**src/rtl/ifu_fetch.sv**
```systemverilog
// Instruction fetch unit: one outstanding imem request, a single held instruction, redirect handling.
// Optional misaligned-redirect trap enabled by defining IFU_MISALIGN_CHECK_EN.
module ifu_fetch #(
  parameter logic [31:0] RESET_PC = 32'h8000_0000
) (
  input  logic        clk,
  input  logic        rst,
  output logic        imem_req_valid,
  input  logic        imem_req_ready,
  output logic [31:0] imem_req_addr,
  input  logic        imem_resp_valid,
  input  logic [31:0] imem_resp_data,
  output logic        inst_valid,
  input  logic        inst_ready,
  output logic [31:0] inst,
  output logic [31:0] inst_pc,
  input  logic        redirect_valid,
  input  logic [31:0] redirect_pc,
  output logic        fetch_err
);

  typedef enum logic [2:0] {
    S_IDLE,
    S_REQ,
    S_WAIT,
    S_HOLD,
    S_ERR
  } state_t;

  state_t      r_state;
  state_t      w_nextState;
  logic [31:0] r_pc;
  logic [31:0] w_nextPc;
  logic        r_drop;
  logic        w_nextDrop;
  logic [31:0] r_inst;
  logic [31:0] r_instPc;
  logic        w_capture;
  logic        w_reqHs;
  logic [31:0] w_redirPc;

`ifdef IFU_MISALIGN_CHECK_EN
  logic w_misaligned;
  assign w_redirPc    = redirect_pc;
  assign w_misaligned = |redirect_pc[1:0];
  assign fetch_err    = (r_state == S_ERR);
`else
  assign w_redirPc = redirect_pc & 32'hFFFF_FFFC;
  assign fetch_err = 1'b0;
`endif

  assign w_reqHs        = (r_state == S_REQ) && imem_req_ready;
  assign imem_req_valid = (r_state == S_REQ);
  assign imem_req_addr  = r_pc;
  assign inst_valid     = (r_state == S_HOLD);
  assign inst           = r_inst;
  assign inst_pc        = r_instPc;

  always_comb begin
    w_nextState = r_state;
    w_nextPc    = r_pc;
    w_nextDrop  = r_drop;
    w_capture   = 1'b0;

    case (r_state)
      S_IDLE: w_nextState = S_REQ;
      S_REQ: begin
        if (w_reqHs) w_nextState = S_WAIT;
      end
      S_WAIT: begin
        if (imem_resp_valid) begin
          if (r_drop) begin
            w_nextDrop  = 1'b0;
            w_nextState = S_REQ;
          end else begin
            w_capture   = 1'b1;
            w_nextState = S_HOLD;
          end
        end
      end
      S_HOLD: begin
        if (inst_ready) begin
          w_nextPc    = r_pc + 32'd4;
          w_nextState = S_REQ;
        end
      end
      default: w_nextState = r_state;
    endcase

    // A redirect overrides everything; a request still in flight after this edge must be dropped.
    // If its response lands in the redirect cycle itself, it is simply discarded here.
    if (redirect_valid && (r_state != S_ERR)) begin
`ifdef IFU_MISALIGN_CHECK_EN
      if (w_misaligned) begin
        w_nextState = S_ERR;
        w_nextDrop  = 1'b0;
        w_nextPc    = r_pc;
        w_capture   = 1'b0;
      end else begin
`else
      begin
`endif
        w_nextPc  = w_redirPc;
        w_capture = 1'b0;
        if (w_reqHs || ((r_state == S_WAIT) && !imem_resp_valid)) begin
          w_nextDrop  = 1'b1;
          w_nextState = S_WAIT;
        end else begin
          w_nextDrop  = 1'b0;
          w_nextState = S_REQ;
        end
      end
    end
  end

  always_ff @(posedge clk or posedge rst) begin
    if (rst) begin
      r_state  <= S_IDLE;
      r_pc     <= RESET_PC;
      r_drop   <= 1'b0;
      r_inst   <= 32'd0;
      r_instPc <= 32'd0;
    end else begin
      r_state <= w_nextState;
      r_pc    <= w_nextPc;
      r_drop  <= w_nextDrop;
      if (w_capture) begin
        r_inst   <= imem_resp_data;
        r_instPc <= r_pc;
      end
    end
  end

endmodule

```
**config.mk**
```make
export PLATFORM = sky130hd
export DESIGN_NAME = ifu_fetch
export DESIGN_NICKNAME = d
export VERILOG_FILES = /design/src/rtl/ifu_fetch.sv
export SDC_FILE = /design/constraint.sdc
export NUM_CORES = 1
export LEC_CHECK = 0
export ABC_AREA = 1
export CAP_MARGIN = 10
export CORE_MARGIN = 4
export CORE_UTILIZATION = 36
export CTS_BUF_LIST = sky130_fd_sc_hd__clkbuf_8
export CTS_CLUSTER_SIZE = 28
export DETAILED_ROUTE_END_ITERATION = 12
export GPL_TIMING_DRIVEN = 0
export HOLD_SLACK_MARGIN = 0.05
export PLACE_DENSITY_LB_ADDON = 0.25
export SETUP_SLACK_MARGIN = 0.1
export SYNTH_ARGS = -nofsm -noshare
export SYNTH_HDL_FRONTEND = slang
export SYNTH_SLANG_ARGS = --single-unit
```
**constraint.sdc**
```tcl
create_clock -name clk -period 3.4 [get_ports clk]
set_input_delay 0.51 -clock clk [delete_from_list [all_inputs] [get_ports clk]]
set_output_delay 0.51 -clock clk [all_outputs]
set_load 0.005 [all_outputs]
```
# Yosys cells after proc, flatten, opt, wreduce, memory -nomap -nowiden
# Index checks and enable logic that the tools add are counted.
totals:
  reg_bits: 100
  input_bits: 70
  out_inout_bits: 99
  word_cells: 45
classes:
  addsub: 1
  eq_ne: 7
  muxes: 18
  reduce_logical: 14
ops:
  columns: ["operator", "n"]
  rows:
  - ["$mux W32", 3]
  - ["$add A32 B3 Y32 const B", 1]
  - ["$mux W3", 4]
  - ["$pmux W3 S4", 1]
  - ["$mux W1", 8]
  - ["$reduce_bool A2 Y1", 4]
  - ["$eq A3 B2 Y1 const B", 2]
  - ["$ne A3 B1 Y1 const B", 2]
  - ["$ne A3 B3 Y1 const B", 2]
  - ["$reduce_bool A5 Y1", 1]
  - ["$mux W2", 2]
  - ["$reduce_and A2 Y1", 2]
  - ["$reduce_and A4 Y1", 1]
  - ["$eq A3 B1 Y1 const B", 1]
  - ["$logic_and A1 B1 Y1", 3]
  - ["$logic_not A3 Y1", 1]
  - ["$logic_not A1 Y1", 1]
  - ["$logic_or A1 B1 Y1", 1]

# Logic depth before layout (Yosys ltp)
depth:
  ltp_word: 5
  depth_mapped: 10
  depth_no_buf: 10

# Least setup slack after synthesis
# OpenSTA, ideal clock, no wires.
synth_timing:
  kind: "reg-to-reg"
  from: "reg r_state[0]"
  to: "reg r_inst[0] (netlist: inst[0])"
  setup_time_ps: 128
  arrival_time_ps: 1400
  slack_ps: 1872
  stages_incl_launch_ff: 8
  cell_sequence: "dfrtp_1 -> inv_1 -> ha_1 -> nand2_1 -> inv_1 -> nand3_2 -> buf_2 -> mux2_1"
synth_between:
  elab_chain_len: 3
  elab_cells_between_ends: 5
  cone_classes: "eq/ne: 2; mux: 2; reduce/logical: 1"
synth_rtl:
  columns: ["element", "line", "rtl"]
  rows:
  - ["start, declared", "30", "state_t r_state;"]
  - ["start signal, assigned", "124", "r_state <= w_nextState;"]
  - ["$eq A3 B2 Y1 or $ne A3 B3 Y1 (tied branches)", "65, 92", null]
  - ["$mux W1 or $logic_and A1 B1 Y1 (tied branches)", "65, 92", null]
  - ["$mux W1 (*)", "92", "if (redirect_valid && (r_state != S_ERR)) begin"]
  - ["end signal, assigned", "128", "r_inst <= imem_resp_data;"]
  - ["end, declared", "36", "logic [31:0] r_inst;"]
# Every way passes the cells marked *; elsewhere a longest branch is shown, timed or not.
# A chain may end at the register's enable or synchronous reset.

# Final worst setup path
layout_timing:
  from: "reg r_state[1]"
  to: "out imem_req_valid"
layout_between:
  elab_chain_len: 1
layout_rtl:
  columns: ["element", "line", "rtl"]
  rows:
  - ["$eq A3 B1 Y1", "53", "assign imem_req_valid = (r_state == S_REQ);"]
  - ["end, declared", "8", "output logic imem_req_valid,"]
# No other way between the ends.

==> results.py <==
metrics = {
    "yosys": {
        "synth_xor_area_frac": 0.0187,
        "synth_top_area_frac": 0.503,
        "ys_top_cells_by_area": "dfrtp_1 50%, nand2_1 11%, mux2_1 8.7%",
        "synth_top_area_cell": "dfrtp_1",
        "synth_cell_types": 35,
        "ys_ff_latch": 95,
        "seq_area_frac_synth": 0.509,
        "synth_top_family_by_area": "simple AND/OR/NAND/NOR gates",
        "postSynthCellCount": 527,
        "syn-cell-area_um2": 4680,
        "yosysWarnings": 0,
        "post_synth.cell_area_avg_um2": 8.87,
        "synth_compound_area_frac": 0.0781,
        "synthSimpleGateAreaFrac": 0.226,
        "synthMuxAreaShare": 0.0867,
        "synth_fa_ha_area_frac": 0.0161,
    },
    "floorplanning": {
        "fp-row-count": 41,
        "start_util": 0.369,
        "die_h_um": 122,
        "coreArea_um2": 12700,
        "die_w_um": 122,
        "dieArea_um2": 14900,
        "io_pins": 169,
    },
    "power": {
        "seq_power_share": 0.433,
        "switchingPower_mw": 1.28,
        "p_leak_nw": 3.01,
        "pwr-share-clk": 0.177,
        "p_comb_frac": 0.389,
        "ir_drop_uv": 266,
        "p_per_area_nw_per_um2": 608,
        "swShare": 0.311,
        "p_int_mw": 2.83,
    },
    "critical_path": {
        "rr_endpoint": "imem_req_addr[13]",
        "crit_arrival_ns": 1.71,
        "required_ns": 2.89,
        "slowest_stage": "clkdlybuf4s50_1",
        "r2r_start": "r_state[0]",
        "cp.buffers_inverters": 2,
        "crit_type": "reg -> out",
        "path_max_fanout": 5,
        "rr_worst_depth": 6,
        "cp_slowest_stage_delay_ns": 0.53,
        "startpoint_type": "flip-flop",
        "ff2ff_setup_slack_ns": 1.48,
        "cp_top_family": "buffers and inverters",
        "worstPathCellList": "inv_1 -> ha_1 -> clkdlybuf4s50_1",
        "end_kind": "output pin",
    },
    "timing": {
        "layout_setup_ws_ns": 1.18,
        "hold_violations": 0,
        "finalMaxSlewViolations": 0,
        "finalSetupViolations": 0,
        "finalCriticalPeriod_ns": 2.22,
        "timing.fmax_mhz": 451,
        "maxSlewHeadroom": 0.611,
        "period_share": 0.652,
        "finClkSkew_ns": 0.00626,
        "final.setup.tns_ns": 0,
        "rsz0062_at_grt": "no",
        "tightestPinTransition_ns": 0.584,
    },
    "detailed_routing": {
        "wl_per_cell_um": 16.2,
        "vias": 4194,
        "viasPerCell": 4.76,
        "drc_errors": 0,
        "drtAntennaViolNets": 0,
        "dr.pass1.iters": 4,
        "dr.first_iter.drc_count": 282,
        "routed_wl_um": 14200,
    },
    "clock_network": {
        "cts_resized": 0,
        "clk_pin_slew_worst_paths_ns": 0.09,
        "clock_sinks": 95,
        "ctsHoldBuffers": 0,
        "cts_tree": "built",
        "clk_latency_ns": 0.37,
        "htree_num_levels": 3,
        "cts_buffers": 9,
        "cts_buffer_depth": 2,
        "cts_root_buffer": "clkbuf_8",
        "cts_setup_buffers": 0,
    },
    "placed_design": {
        "place_ws_ns": 1.12,
        "gp_congestion": 0.892,
        "placed_cells": 865,
        "dp_hpwl_um": 11400,
        "place.port_buffers": 161,
        "dpl-instance-area_um2": 6550,
    },
    "finish": {
        "instances_no_fill": 881,
        "area_growth_pct": 44.2,
        "antennaDiodeCount": 0,
        "nets": 780,
        "drive_gt1_frac": 0.0804,
        "final_common_cell": "clkdlybuf4s50_1",
        "postLayoutCellArea_um2": 6740,
        "layout_common_cells": "161 x clkdlybuf4s50_1, 140 x nand2_1, 94 x dfrtp_1",
        "nFillCells": 1216,
    },
    "run_status": {
        "status": "finished, final reports clean",
    },
    "min_path": {
        "hold_path_depth": 2,
        "min_from": "inst_pc[4]",
        "hp-class": "reg -> reg",
        "hold_end": "inst_pc[4]",
    },
    "global_route": {
        "grt_pass1_wl_um": 22800,
        "antenna_found_initial": 0,
        "grtUsageTotal": 0.198,
        "grt_pass1_vias": 4368,
        "grt_start_max_net_pins": 60,
        "globalRoute.totalOverflow": 0,
    },
    "job": {
        "cap_violations": 0,
    },
}
Yosys cell counts:
cell,count
and2_1,1
nor3_1,2
xnor2_1,2
nor2_2,11
or2_2,1
clkbuf_1,4
nand3_1,36
dfrtp_1,94
nor2_4,3
nand2_1,140
o21bai_1,5
o211ai_1,6
conb_1,1
xor2_1,8
ha_1,6
dfstp_2,1
o21ai_0,29
buf_1,1
o21ai_1,14
a21oi_1,6
buf_4,6
inv_1,48
o221ai_1,2
clkinv_1,1
o22ai_1,1
nand3_2,2
nand4_1,7
mux2_1,36
inv_2,3
nor2_1,35
nand2_4,1
a31oi_1,1
buf_2,9
nand2_2,3
o31ai_1,1
power groups by stage:
stage          clock (mW)  sequential (mW)  combinational, mW
5_1_grt             0.805             1.84               1.75
3_3_place_gp            0             1.78               1.59
3_5_place_dp            0             1.80               1.62
6_report            0.727             1.78               1.60
2_1_floorplan           0             1.80              0.552
4_1_cts             0.755             1.78               1.63
through the flow:
step                      total power, mW  utilization  hold slack [ns]
after floorplan                      2.35            -            0.476
after global placement               3.37        0.514            0.472
after detailed placement             3.43        0.517            0.477
after CTS                            4.16        0.532            0.498
after global routing                 4.40        0.532            0.517
final                                4.10        0.532            0.491
cells by family (layout without fill, tap and decap cells):
family                   after synthesis  after routing
AND/OR/NAND/NOR                      242            242
AO/OA/AOI/OAI                         65             65
multiplexers                          36             36
XOR/XNOR                              10             10
other                                  1              5
adder cells (fa/ha/maj)                6              6
flip-flops                            95             95
buffers and inverters                 72            250
tightest hold or removal path: stages, from the launching register on:
cell and delay (ns):
dfrtp_1 0.35, nand2_1 0.05, o21ai_1 0.06
state kept, by name, indices dropped and copies added (netlist names):
register,count
inst,32
r_drop,1
r_state,2
inst_pc,30
imem_req_addr,30
worst max-delay path by stage:
stage / startpoint / end / cells past startpoint
2_1_floorplan: rst / imem_req_addr[10] / 1
3_3_place_gp: rst / inst_pc[29] / 2
3_5_place_dp: redirect_valid / inst_pc[2] / 7
4_1_cts: r_state[1] / imem_req_valid / 3
5_1_grt: r_state[1] / imem_req_valid / 3
6_report: r_state[1] / imem_req_valid / 3
per-layer routing:
layer	track usage	part of all wire	routed length, um	vias to the layer above
met1	0.256	0.43	6080	1989
met5	0	0	0	-
met2	0.329	0.48	6840	132
met4	0.0700	0.016	229	0
li1	-	-	-	2057
met3	0.0422	0.077	1100	16
cell type report:
| type | count | area (um2) | area share |
|---|---|---|---|
| flip-flops and latches | 95 | 2380 | 0.353 |
| plain buffers | 20 | 109 | 0.0161 |
| repair buffers | 162 | 1640 | 0.243 |
| clock buffers | 12 | 165 | 0.0245 |
| well taps | 172 | 215 | 0.0319 |
| inverters | 52 | 198 | 0.0293 |
| multi-input cells | 364 | 2010 | 0.298 |
| clock inverters | 4 | 28.8 | 0.00427 |
Note: power is estimated with default switching activity, not from simulation.
